`src/rtl/fht_pkg.sv`:
```
// Shared definitions for the FHT address/control generator.
//   fht_state_e   : sequencer states (idle, read sweep, pipeline drain)
//   L_MIN         : smallest supported log2 transform length
//   l_max()       : largest supported log2 length for a given bank address width
//   clamp_log_len : limits a requested log2 length to [L_MIN, l_max(a_bit)]
//   bitrev        : reverses the low 'width' bits of a value, upper bits zero
package fht_pkg;

  typedef enum logic [1:0] {
    StIdle,
    StRead,
    StDrain
  } fht_state_e;

  localparam int L_MIN = 3;

  // Four banks of 2^a_bit words hold at most 2^(a_bit+2) points.
  function automatic int l_max(input int a_bit);
    return a_bit + 2;
  endfunction

  function automatic int clamp_log_len(input int log_len, input int a_bit);
    if (log_len < L_MIN) return L_MIN;
    if (log_len > l_max(a_bit)) return l_max(a_bit);
    return log_len;
  endfunction

  function automatic logic [31:0] bitrev(input logic [31:0] value, input int width);
    logic [31:0] r;
    logic [4:0]  dst;
    r = '0;
    for (int i = 0; i < 32; i++) begin
      if (i < width) begin
        dst    = 5'(width - 1 - i);
        r[dst] = value[5'(i)];
      end
    end
    return r;
  endfunction

endpackage

```
`src/rtl/fht_control_gen_if.sv`:
```
// Control/address bundle between the FHT sequencer and its user/datapath.
//   master : drives iSTART/iLOG_LEN (and iSTALL when built with FHT_STALL_EN)
//   slave  : the sequencer; drives stage flags, bank addresses, write enables, oRDY
// Optional feature macro: FHT_STALL_EN adds iSTALL.
interface fht_control_gen_if #(
  parameter int unsigned A_BIT = 8,
  parameter int unsigned L_BIT = 4
);
  logic             iSTART;
  logic [L_BIT-1:0] iLOG_LEN;
`ifdef FHT_STALL_EN
  logic             iSTALL;
`endif
  logic [L_BIT-1:0] oSTAGE;
  logic             oST_ZERO;
  logic             oST_LAST;
  logic [A_BIT-1:0] oADDR_RD_0, oADDR_RD_1, oADDR_RD_2, oADDR_RD_3;
  logic [A_BIT-1:0] oADDR_WR_0, oADDR_WR_1, oADDR_WR_2, oADDR_WR_3;
  logic [A_BIT-1:0] oADDR_COEF;
  logic             oWE_A;
  logic             oWE_B;
  logic             oSOURCE;
  logic             oRDY;

  modport master (
`ifdef FHT_STALL_EN
    output iSTALL,
`endif
    output iSTART, iLOG_LEN,
    input  oSTAGE, oST_ZERO, oST_LAST,
    input  oADDR_RD_0, oADDR_RD_1, oADDR_RD_2, oADDR_RD_3,
    input  oADDR_WR_0, oADDR_WR_1, oADDR_WR_2, oADDR_WR_3,
    input  oADDR_COEF, oWE_A, oWE_B, oSOURCE, oRDY
  );

  modport slave (
`ifdef FHT_STALL_EN
    input  iSTALL,
`endif
    input  iSTART, iLOG_LEN,
    output oSTAGE, oST_ZERO, oST_LAST,
    output oADDR_RD_0, oADDR_RD_1, oADDR_RD_2, oADDR_RD_3,
    output oADDR_WR_0, oADDR_WR_1, oADDR_WR_2, oADDR_WR_3,
    output oADDR_COEF, oWE_A, oWE_B, oSOURCE, oRDY
  );
endinterface

```
`src/rtl/fht_delay_line.sv`:
```
// Fixed-depth register shift line with a common advance enable.
//   clk_i, rst_ni : clock, asynchronous active-low reset (all stages clear to 0)
//   en_i          : shift when high, hold every stage when low
//   d_i / q_o     : data in / data out Depth cycles (enabled edges) later
module fht_delay_line #(
  parameter int unsigned Width = 8,
  parameter int unsigned Depth = 4
) (
  input  logic             clk_i,
  input  logic             rst_ni,
  input  logic             en_i,
  input  logic [Width-1:0] d_i,
  output logic [Width-1:0] q_o
);
  logic [Depth-1:0][Width-1:0] stage_q;

  always_ff @(posedge clk_i or negedge rst_ni) begin
    if (!rst_ni) begin
      stage_q <= '0;
    end else if (en_i) begin
      stage_q[0] <= d_i;
      for (int i = 1; i < int'(Depth); i++) begin
        stage_q[i] <= stage_q[i-1];
      end
    end
  end

  assign q_o = stage_q[Depth-1];
endmodule

```
`src/rtl/fht_control_gen.sv`:
```
// Runtime-length FHT stage sequencer. For an N = 2^L point transform spread over four
// banks it sweeps L-1 stages of 2^(L-2) butterflies, producing four registered read
// addresses and a coefficient address per cycle, then replays the read addresses as
// write addresses PIPE_LAT cycles later with ping-pong write enables.
//   iCLK, iRESET : clock, asynchronous active-low reset
//   bus (slave)  : iSTART/iLOG_LEN in; oSTAGE, oST_ZERO, oST_LAST, oADDR_RD_0..3,
//                  oADDR_WR_0..3, oADDR_COEF, oWE_A, oWE_B, oSOURCE, oRDY out
// Optional feature macro: FHT_STALL_EN adds bus.iSTALL, which freezes the sweep, the
// drain counter and the write pipeline and masks both write enables.
module fht_control_gen
  import fht_pkg::*;
#(
  parameter int unsigned A_BIT    = 8,
  parameter int unsigned PIPE_LAT = 4,
  parameter int unsigned L_BIT    = 4
) (
  input logic              iCLK,
  input logic              iRESET,
  fht_control_gen_if.slave bus
);
  localparam int unsigned DcntW = (PIPE_LAT > 1) ? $clog2(PIPE_LAT) : 1;
  localparam int unsigned LineW = 2 + 4 * A_BIT;

  fht_state_e                  state_q, state_d;
  logic [A_BIT-1:0]            t_q, t_d;
  logic [L_BIT-1:0]            s_q, s_d;
  logic [L_BIT-1:0]            len_q, len_d;
  logic [DcntW-1:0]            dcnt_q, dcnt_d;
  logic [3:0][A_BIT-1:0]       rd_q, rd_d;
  logic [A_BIT-1:0]            coef_q, coef_d;
  logic                        rd_valid_q, rd_valid_d;
  logic                        rd_par_q, rd_par_d;
  logic                        stall, busy, t_last, s_last, d_last;
  logic [LineW-1:0]            line_in, line_out;
  logic                        wr_valid, wr_par;
  logic [3:0][A_BIT-1:0]       wr_addr;

  // Banks 0/1 read t, banks 2/3 read the butterfly partner t ^ 2^(s-1); stage 0 reads
  // in bit-reversed order on all banks.
  function automatic logic [A_BIT-1:0] rd_addr(input logic [L_BIT-1:0] len,
                                               input logic [L_BIT-1:0] s,
                                               input logic [A_BIT-1:0] t,
                                               input logic             hi);
    if (s == '0) return A_BIT'(bitrev(32'(t), int'(len) - 2));
    return A_BIT'(32'(t) ^ (hi ? (32'd1 << (32'(s) - 32'd1)) : 32'd0));
  endfunction

  // Twiddle index (t mod 2^s) scaled to the full ROM range.
  function automatic logic [A_BIT-1:0] coef_addr(input logic [L_BIT-1:0] s,
                                                 input logic [A_BIT-1:0] t);
    logic [31:0] mask;
    if (s == '0) return '0;
    mask = (32'd1 << 32'(s)) - 32'd1;
    return A_BIT'((32'(t) & mask) << (32'(A_BIT) - 32'(s)));
  endfunction

`ifdef FHT_STALL_EN
  assign stall = bus.iSTALL && (state_q != StIdle);
`else
  assign stall = 1'b0;
`endif

  assign busy   = (state_q != StIdle);
  assign t_last = (t_q == A_BIT'((32'd1 << (32'(len_q) - 32'd2)) - 32'd1));
  assign s_last = (s_q == len_q - L_BIT'(2));
  assign d_last = (dcnt_q == DcntW'(PIPE_LAT - 1));

  always_comb begin
    state_d = state_q;
    t_d     = t_q;
    s_d     = s_q;
    len_d   = len_q;
    dcnt_d  = dcnt_q;
    case (state_q)
      StIdle: begin
        if (bus.iSTART) begin
          len_d   = L_BIT'(clamp_log_len(int'(bus.iLOG_LEN), int'(A_BIT)));
          s_d     = '0;
          t_d     = '0;
          state_d = StRead;
        end
      end
      StRead: begin
        if (t_last) begin
          dcnt_d  = '0;
          state_d = StDrain;
        end else begin
          t_d = t_q + A_BIT'(1);
        end
      end
      StDrain: begin
        if (d_last) begin
          if (s_last) begin
            s_d     = '0;
            state_d = StIdle;
          end else begin
            s_d     = s_q + L_BIT'(1);
            t_d     = '0;
            state_d = StRead;
          end
        end else begin
          dcnt_d = dcnt_q + DcntW'(1);
        end
      end
      default: state_d = StIdle;
    endcase
    if (stall) begin
      state_d = state_q;
      t_d     = t_q;
      s_d     = s_q;
      len_d   = len_q;
      dcnt_d  = dcnt_q;
    end
  end

  // Addresses are computed from next-state values so the registered outputs line up
  // with the READ cycle they belong to; outside READ they hold.
  always_comb begin
    rd_d       = rd_q;
    coef_d     = coef_q;
    rd_valid_d = (state_d == StRead);
    rd_par_d   = s_d[0];
    if (state_d == StRead) begin
      rd_d[0] = rd_addr(len_d, s_d, t_d, 1'b0);
      rd_d[1] = rd_addr(len_d, s_d, t_d, 1'b0);
      rd_d[2] = rd_addr(len_d, s_d, t_d, 1'b1);
      rd_d[3] = rd_addr(len_d, s_d, t_d, 1'b1);
      coef_d  = coef_addr(s_d, t_d);
    end
  end

  always_ff @(posedge iCLK or negedge iRESET) begin
    if (!iRESET) begin
      state_q    <= StIdle;
      t_q        <= '0;
      s_q        <= '0;
      len_q      <= L_BIT'(L_MIN);
      dcnt_q     <= '0;
      rd_q       <= '0;
      coef_q     <= '0;
      rd_valid_q <= 1'b0;
      rd_par_q   <= 1'b0;
    end else begin
      state_q <= state_d;
      t_q     <= t_d;
      s_q     <= s_d;
      len_q   <= len_d;
      dcnt_q  <= dcnt_d;
      if (!stall) begin
        rd_q       <= rd_d;
        coef_q     <= coef_d;
        rd_valid_q <= rd_valid_d;
        rd_par_q   <= rd_par_d;
      end
    end
  end

  // Read addresses hold outside READ and the drain is PIPE_LAT long, so the line
  // output already holds the last write address between write bursts.
  assign line_in = {rd_valid_q, rd_par_q, rd_q};

  fht_delay_line #(
    .Width (LineW),
    .Depth (PIPE_LAT)
  ) u_wr_line (
    .clk_i  (iCLK),
    .rst_ni (iRESET),
    .en_i   (!stall),
    .d_i    (line_in),
    .q_o    (line_out)
  );

  assign {wr_valid, wr_par, wr_addr} = line_out;

  assign bus.oRDY       = !busy;
  assign bus.oSTAGE     = s_q;
  assign bus.oST_ZERO   = busy && (s_q == '0);
  assign bus.oST_LAST   = busy && s_last;
  assign bus.oSOURCE    = s_q[0];
  assign bus.oADDR_RD_0 = rd_q[0];
  assign bus.oADDR_RD_1 = rd_q[1];
  assign bus.oADDR_RD_2 = rd_q[2];
  assign bus.oADDR_RD_3 = rd_q[3];
  assign bus.oADDR_COEF = coef_q;
  assign bus.oADDR_WR_0 = wr_addr[0];
  assign bus.oADDR_WR_1 = wr_addr[1];
  assign bus.oADDR_WR_2 = wr_addr[2];
  assign bus.oADDR_WR_3 = wr_addr[3];
  // Even stages read set A and write set B; odd stages the reverse.
  assign bus.oWE_B      = wr_valid && !wr_par && !stall;
  assign bus.oWE_A      = wr_valid && wr_par && !stall;
endmodule

```
`src/flat_wrapper.sv`:
```
// flat-port wrapper written by rule: the top's interface ports become plain ports
module fht_control_gen_flat import fht_pkg::*;
#(
  parameter int unsigned A_BIT    = 8,
  parameter int unsigned PIPE_LAT = 4,
  parameter int unsigned L_BIT    = 4
)
  (iCLK, iRESET, bus_iSTART, bus_iLOG_LEN, bus_oSTAGE, bus_oST_ZERO, bus_oST_LAST, bus_oADDR_RD_0, bus_oADDR_RD_1, bus_oADDR_RD_2, bus_oADDR_RD_3, bus_oADDR_WR_0, bus_oADDR_WR_1, bus_oADDR_WR_2, bus_oADDR_WR_3, bus_oADDR_COEF, bus_oWE_A, bus_oWE_B, bus_oSOURCE, bus_oRDY);
  fht_control_gen_if #(.A_BIT(A_BIT), .L_BIT(L_BIT)) bus_i ();
  input logic iCLK;
  input logic iRESET;
  input wire logic [$bits(bus_i.iSTART)-1:0] bus_iSTART;
  input wire logic [$bits(bus_i.iLOG_LEN)-1:0] bus_iLOG_LEN;
  output wire logic [$bits(bus_i.oSTAGE)-1:0] bus_oSTAGE;
  output wire logic [$bits(bus_i.oST_ZERO)-1:0] bus_oST_ZERO;
  output wire logic [$bits(bus_i.oST_LAST)-1:0] bus_oST_LAST;
  output wire logic [$bits(bus_i.oADDR_RD_0)-1:0] bus_oADDR_RD_0;
  output wire logic [$bits(bus_i.oADDR_RD_1)-1:0] bus_oADDR_RD_1;
  output wire logic [$bits(bus_i.oADDR_RD_2)-1:0] bus_oADDR_RD_2;
  output wire logic [$bits(bus_i.oADDR_RD_3)-1:0] bus_oADDR_RD_3;
  output wire logic [$bits(bus_i.oADDR_WR_0)-1:0] bus_oADDR_WR_0;
  output wire logic [$bits(bus_i.oADDR_WR_1)-1:0] bus_oADDR_WR_1;
  output wire logic [$bits(bus_i.oADDR_WR_2)-1:0] bus_oADDR_WR_2;
  output wire logic [$bits(bus_i.oADDR_WR_3)-1:0] bus_oADDR_WR_3;
  output wire logic [$bits(bus_i.oADDR_COEF)-1:0] bus_oADDR_COEF;
  output wire logic [$bits(bus_i.oWE_A)-1:0] bus_oWE_A;
  output wire logic [$bits(bus_i.oWE_B)-1:0] bus_oWE_B;
  output wire logic [$bits(bus_i.oSOURCE)-1:0] bus_oSOURCE;
  output wire logic [$bits(bus_i.oRDY)-1:0] bus_oRDY;
  assign bus_i.iSTART = bus_iSTART;
  assign bus_i.iLOG_LEN = bus_iLOG_LEN;
  assign bus_oSTAGE = bus_i.oSTAGE;
  assign bus_oST_ZERO = bus_i.oST_ZERO;
  assign bus_oST_LAST = bus_i.oST_LAST;
  assign bus_oADDR_RD_0 = bus_i.oADDR_RD_0;
  assign bus_oADDR_RD_1 = bus_i.oADDR_RD_1;
  assign bus_oADDR_RD_2 = bus_i.oADDR_RD_2;
  assign bus_oADDR_RD_3 = bus_i.oADDR_RD_3;
  assign bus_oADDR_WR_0 = bus_i.oADDR_WR_0;
  assign bus_oADDR_WR_1 = bus_i.oADDR_WR_1;
  assign bus_oADDR_WR_2 = bus_i.oADDR_WR_2;
  assign bus_oADDR_WR_3 = bus_i.oADDR_WR_3;
  assign bus_oADDR_COEF = bus_i.oADDR_COEF;
  assign bus_oWE_A = bus_i.oWE_A;
  assign bus_oWE_B = bus_i.oWE_B;
  assign bus_oSOURCE = bus_i.oSOURCE;
  assign bus_oRDY = bus_i.oRDY;
  fht_control_gen #(.A_BIT(A_BIT), .PIPE_LAT(PIPE_LAT), .L_BIT(L_BIT)) u_core (.iCLK(iCLK), .iRESET(iRESET), .bus(bus_i));
endmodule
```
`config.mk`:
```
export PLATFORM = sky130hd
export DESIGN_NAME = fht_control_gen_flat
export DESIGN_NICKNAME = d
export VERILOG_FILES = /design/src/rtl/fht_pkg.sv /design/src/rtl/fht_control_gen_if.sv /design/src/rtl/fht_delay_line.sv /design/src/rtl/fht_control_gen.sv /design/src/flat_wrapper.sv
export SDC_FILE = /design/constraint.sdc
export NUM_CORES = 1
export LEC_CHECK = 0
export BUFFER_PORTS_ARGS = -buffer_cell sky130_fd_sc_hd__buf_2
export CORE_ASPECT_RATIO = 1.1
export CORE_MARGIN = 4
export CORE_UTILIZATION = 55
export CTS_BUF_LIST = sky130_fd_sc_hd__clkbuf_4
export DETAILED_ROUTE_END_ITERATION = 10
export GPL_ROUTABILITY_DRIVEN = 0
export PLACE_DENSITY = 0.82
export SYNTH_ARGS = -nofsm -noshare
export SYNTH_HDL_FRONTEND = slang
export SYNTH_HIERARCHICAL = 1
export SYNTH_SLANG_ARGS = --single-unit
```
`constraint.sdc`:
```
create_clock -name iCLK -period 7.95 [get_ports iCLK]
set_clock_uncertainty 0.2 [all_clocks]
set_input_delay 1.59 -clock iCLK [delete_from_list [all_inputs] [get_ports iCLK]]
set_output_delay 1.59 -clock iCLK [all_outputs]
set_load 0.005 [all_outputs]
```
After elaboration in Yosys (flattened, before gate mapping)
Index checks and enable logic that the tools add are counted.
{"block": "classes", "n_addsub": 42, "mul": 0, "div_mod_pow": 0, "n_lt_le_gt_ge": 98, "n_eq_ne": 8, "shifts": 4, "mux": 218, "n_bitwise": 19, "n_reduce_logical": 44}
{"cell": "$mux 32", "n": 93}
{"cell": "$bwmux 32", "n": 23}
{"cell": "$and 32x32->32", "n": 9}
{"cell": "$not 32->32", "n": 8}
{"cell": "$lt 5x6->1 const B", "n": 32}
{"cell": "$demux 1 s5", "n": 32}
{"cell": "$ge 5x1->1 const B", "n": 32}
{"cell": "$lt 6x5->1 const A", "n": 16}
{"cell": "$mux 8", "n": 10}
{"cell": "$sub 5x5->5 const B", "n": 16}
{"cell": "$shl 1x32->8 const A", "n": 2}
{"cell": "$mux 1", "n": 42}
{"cell": "$lt 5x5->1 const A", "n": 8}
{"cell": "$sub 5x4->5 const B", "n": 8}
{"cell": "$logic_and 1x1->1", "n": 36}
{"cell": "$and 8x32->32", "n": 1}
{"cell": "$mux 4", "n": 8}
{"cell": "$shl 1x4->32 const A", "n": 1}
{"cell": "$shl 32x32->8", "n": 1}
{"cell": "$sub 32x1->32 const B", "n": 1}
{"cell": "$pmux 8 s3", "n": 1}
{"cell": "$lt 4x5->1 const A", "n": 4}
{"cell": "$sub 5x3->5 const B", "n": 4}
{"cell": "$sub 5x2->5 const B", "n": 3}
{"cell": "other kinds (30)", "n": 42}
{"block": "word_totals", "regBits": 182, "latchBits": 0, "ramBits": 0, "romBits": 0, "input_bits": 7, "word_cells": 447, "memories": 0}

Logic depth before layout (Yosys ltp)
{"block": "depth", "depth_word": 145, "depth_mapped": 24, "mapped_depth_nobuf": 21}

Cells and area by module
Netlist, hierarchy kept.
{"mod": "fht_control_gen", "n_inst": 1, "cells_per_inst": 759, "area_per_inst_um2": 5982.0}
{"mod": "fht_delay_line", "n_inst": 1, "cells_per_inst": 321, "area_per_inst_um2": 5452.7}

Worst setup path after synthesis
Ideal clock, no wire load.
{"block": "synth_path", "path_kind": "input-to-reg", "start": "input port bus_iSTART", "end": "register u_core.rd_q (netlist bit u_core/bus.oADDR_RD_3[1])", "setup_ps": 126, "arrival_time_ps": 5906, "slack_ps": 1718, "stages": 22, "cell_sequence": "nor3b_1 > buf_2 > nor2_1 > a21oi_1 > inv_1 > ha_1 > clkbuf_1 > a211o_1 > a211o_1 > nand2_2 > inv_2 > ha_1 > inv_1 > a21oi_1 > xnor2_1 > nor4b_4 > inv_1 > o41ai_1 > a21oi_1 > o211ai_1 > a21oi_1 > a221o_1"}
{"block": "synth_between", "elab_chain_cells": 136, "word_cells_on_any_way": 376, "cone_classes": "add/sub (34); order compare (96); eq/ne (1); shift (1); mux (193); bitwise (18); reduce/logical (33)"}
{"element": "start, declared", "line": "flat_wrapper.sv:12", "rtl": "input wire logic [$bits(bus_i.iSTART)-1:0] bus_iSTART;"}
{"element": "$mux 4 (*)", "line": "fht_control_gen.sv:76", "rtl": "if (bus.iSTART) begin"}
{"element": "$mux 4 (*)", "line": "fht_control_gen.sv:74", "rtl": "case (state_q)"}
{"element": "net u_core.len_d[1]", "line": "fht_control_gen.sv:27", "rtl": "logic [L_BIT-1:0] len_q, len_d;"}
{"element": "$sub 4x2->5 (*)", "line": "fht_control_gen.sv:44", "rtl": "if (s == '0) return A_BIT'(bitrev(32'(t), int'(len) - 2));"}
{"element": "branches (longest 130 deep; another with $lt 5x6->1)"}
{"element": "$mux 8 (*)", "line": "fht_pkg.sv:33", "rtl": "if (i < width) begin"}
{"element": "$mux 8 (*)", "line": "fht_control_gen.sv:44"}
{"element": "$mux 8 (*)", "line": "fht_control_gen.sv:45", "rtl": "return A_BIT'(32'(t) ^ (hi ? (32'd1 << (32'(s) - 32'd1)) : 32'd0));"}
{"element": "end signal, assigned", "line": "fht_control_gen.sv:150", "rtl": "rd_q <= rd_d;"}
{"element": "end, declared", "line": "fht_control_gen.sv:29", "rtl": "logic [3:0][A_BIT-1:0] rd_q, rd_d;"}
Mark *: on every way through the listed nets, which the timed path passes. The select of a mux whose other input is x is not followed.
A chain may end at the register's enable or synchronous reset.

Worst setup path in the final report
{"block": "layout_path", "start": "input port bus_iLOG_LEN[0]", "end": "register u_core.rd_q (netlist bit u_core/bus.oADDR_RD_1[5])"}
{"block": "layout_between", "elab_chain_cells": 143, "word_cells_on_any_way": 376, "cone_classes": "add/sub (33); order compare (98); mux (196); bitwise (17); reduce/logical (32)"}
{"element": "start, declared", "line": "flat_wrapper.sv:13", "rtl": "input wire logic [$bits(bus_i.iLOG_LEN)-1:0] bus_iLOG_LEN;"}
{"element": "$gt 4x4->1", "line": "fht_pkg.sv:24", "rtl": "if (log_len > l_max(a_bit)) return l_max(a_bit);"}
{"element": "$mux 1 (2 in series)", "line": "fht_pkg.sv:24"}
{"element": "$mux 1", "line": "fht_control_gen.sv:76"}
{"element": "$mux 1", "line": "fht_control_gen.sv:74"}
{"element": "$mux 4", "line": "fht_pkg.sv:25", "rtl": "return log_len;"}
{"element": "$mux 4 (*)", "line": "fht_pkg.sv:24"}
{"element": "$mux 4 (*)", "line": "fht_control_gen.sv:76"}
{"element": "$mux 4 (*)", "line": "fht_control_gen.sv:74"}
{"element": "net u_core.len_d[0]", "line": "fht_control_gen.sv:27"}
{"element": "$sub 4x2->5 (*)", "line": "fht_control_gen.sv:44"}
{"element": "branches (longest 130 deep; another with $lt 5x6->1)"}
{"element": "$mux 8 (*)", "line": "fht_pkg.sv:33"}
{"element": "$mux 8 (*)", "line": "fht_control_gen.sv:44"}
{"element": "$mux 8 (*)", "line": "fht_control_gen.sv:45"}
Marked as above.

==> results.toml <==
[sta]
timing.final.crit_share_pct = 84.34
timing.hold.ws_ns = 0.3009
tns_ns = 0
slew_headroom_pct = 30.62
timing.fmax_mhz = 149.1
layout_min_cycle_time_ns = 6.705
rsz0062_at_grt = "no"
fin_ws_ns = 1.245
slew_viol_final = 0
finalHoldViolations = 0
setup_viol = 0
max_slew.worst_pin.slew_ns = 1.041

[route]
num_vias = 8752
wl_per_cell_um = 19.59
drt_iter0_markers = 941
vias_per_cell = 6.435
drtPass1Iterations = 7
routed_wl_mm = 26.65
route.detailed.drc = 0
ant_nets = 0

[status]
outcome = "complete, no violations"

[finish]
drive_above_1_share_pct = 28.74
area_growth_pct = 4.016
final_nets = 1136
fillers = 1692
final_cell_count_no_fill = 1360

[die]
start_util_pct = 55.76
dieWidth_um = 145.5
dieArea_um2 = 23160
io_pins = 89
core_area_um2 = 20510
die_h_um = 159.2
rows = 55

[synthesis]
synth_top_flop_cell = "dfrtp_1"
yosys_warnings = 6
synth_cell_types = 110
synth.yosys.seq_area_share_pct = 39.63
synth_top_area_share_pct = 39.17
synth_fp_nets = 1126
ys_ff_latch = 181
synth_edf_count = 0
synth_common_cells = "dfrtp_1, mux2_2, nand2_1, buf_4, nor2_1"
synth_area_leaders = "dfrtp_1, mux2_2, mux2_4"
synth.cell_area_um2 = 11430
synthCells = 1080
synth_area_per_cell_um2 = 10.59
async_reset_ff_share_pct = 100.0
synth.most_common_cell = "dfrtp_1"
yosysTopAreaCell = "dfrtp_1"

[clocking]
cts_setup_buffers = 0
cts.clk_slew.worst_paths_ns = 0.16
clock_latency_ns = 0.58
cts.sinks = 181
hold_buffers = 0
clock-root-buffer = "clkbuf_4"
clockBufferDepth = 2
cts_resized = 0
numCtsBuffers = 17
cts_tree = "built"
h-tree-depth = 4

[setup_path]
cp_max_fo = 14
worstPathArrival_ns = 6.98
cp-start-kind = "input pin"
reg2reg_from = "u_core/len_q[1]"
crit_path_start = "bus_iLOG_LEN[0]"
cp.required_ns = 8.23
end_kind = "flop"
r2r_cells = 17
crit_type = "input pin to flop"

[global_route]
antenna_found_initial = 1
grt_pass1_vias = 8426
grt_max_degree = 137
track_usage_pct = 22.73
grt_overflow = 0
grt_pass1_wl_mm = 43.65

[placed_design]
post-dp-hpwl_mm = 19.13
dpl.cell_count = 1327
place_ws_ns = 0.9012
port_buffers = 88

[min_path]
min_path_type = "flop to flop"
hold_path_depth = 1
holdCritStartpoint = "u_core/rd_valid_q"

[flow_run]
drv_cap = 0
## routing by layer
layer  vias up  wire (um)  GRT usage, %
met2       465      12190         35.90
li1       3960          -             -
met1      4211      11060         30.63
met4         0       1171         10.32
met3       116       2222         4.270
met5         -          0             0
## flip-flops by register name (all words and copies together), names as in the netlist
signal and flops:
u_core/dcnt_q 2, u_core/u_wr_line/q_o 34, u_core/bus.oADDR_COEF 8, u_core/t_q 8
u_core/bus.oADDR_RD_1 8, u_core/state_q 2, u_core/bus.oADDR_RD_3 8, u_core/u_wr_line/stage_q 102
u_core/bus.oSTAGE 4, u_core/len_q 4, u_core/rd_valid_q 1
## kinds of logic (layout without fill, tap and decap cells)
| logic type | count (synthesis) | in the layout | synth area share [%] |
|---|---|---|---|
| fa+ha+maj | 39 | 39 | 4.267 |
| simple gates | 302 | 302 | 14.21 |
| xor+xnor | 32 | 32 | 2.987 |
| other cells | 1 | 2 | 0.03279 |
| compound gates | 230 | 230 | 15.55 |
| flops | 181 | 181 | 39.63 |
| mux | 152 | 152 | 16.26 |
| buf+inv | 143 | 166 | 7.058 |
## path summary, 6_finish.rpt
kind	slack [ns]	end
worst max register to register	1.96	u_core/bus.oADDR_COEF[1]
worst min register to register	0.30	u_core/u_wr_line/stage_q[33]
worst max-delay path	1.24	u_core/bus.oADDR_RD_1[5]
max in group asynchronous	5.16	u_core/u_wr_line/stage_q[64]
min in group asynchronous	0.87	u_core/u_wr_line/q_o[4]
worst min-delay path	0.30	u_core/u_wr_line/stage_q[33]
## area by class of cell
class | count | area [um^2] | share of cell area (%)
sequential | 181 | 4532 | 38.10
timing repair buffer | 95 | 499.2 | 4.197
clock inverter | 14 | 162.7 | 1.368
multi-input combinational | 756 | 6096 | 51.25
clock buffer | 18 | 135.1 | 1.136
antenna | 1 | 2.502 | 0.02104
tap | 256 | 320.3 | 2.693
inverter | 39 | 146.4 | 1.231
## cells in the final DEF, fill, tap and decap left out, types with 16 or more instances in the layout
cell	count
ha_1	39
nand3_1	34
clkbuf_4	18
and2_1	16
o21ai_0	32
mux2_4	40
buf_2	87
inv_1	30
nand2_1	88
a21oi_1	40
nor2_1	52
mux2_2	100
xnor2_1	23
dfrtp_1	179
## stage by stage
step	utilization (%)	area, um^2
floorplan	-	11430
global placement	56.53	11590
detailed placement	56.53	11590
CTS	57.99	11890
global route	58.00	11890
finish	58.00	11890
## critical path, stage by stage
cell	delay, ns
buf_2	0.10
nor2b_1	0.13
o31ai_1	0.76
nand2_1	0.39
inv_2	0.26
ha_1	0.41
nand2b_1	0.28
nand2_2	0.34
inv_1	0.31
ha_1	0.30
a31oi_1	0.15
xnor3_1	0.28
or4_1	0.56
mux2i_1	0.38
a21oi_1	0.12
and4b_1	0.27
a211oi_1	0.24
a21oi_1	0.10
Power is left out: the tool's default activity adds up to more than one toggle a clock period on the data nets, which glitch-free logic cannot reach.
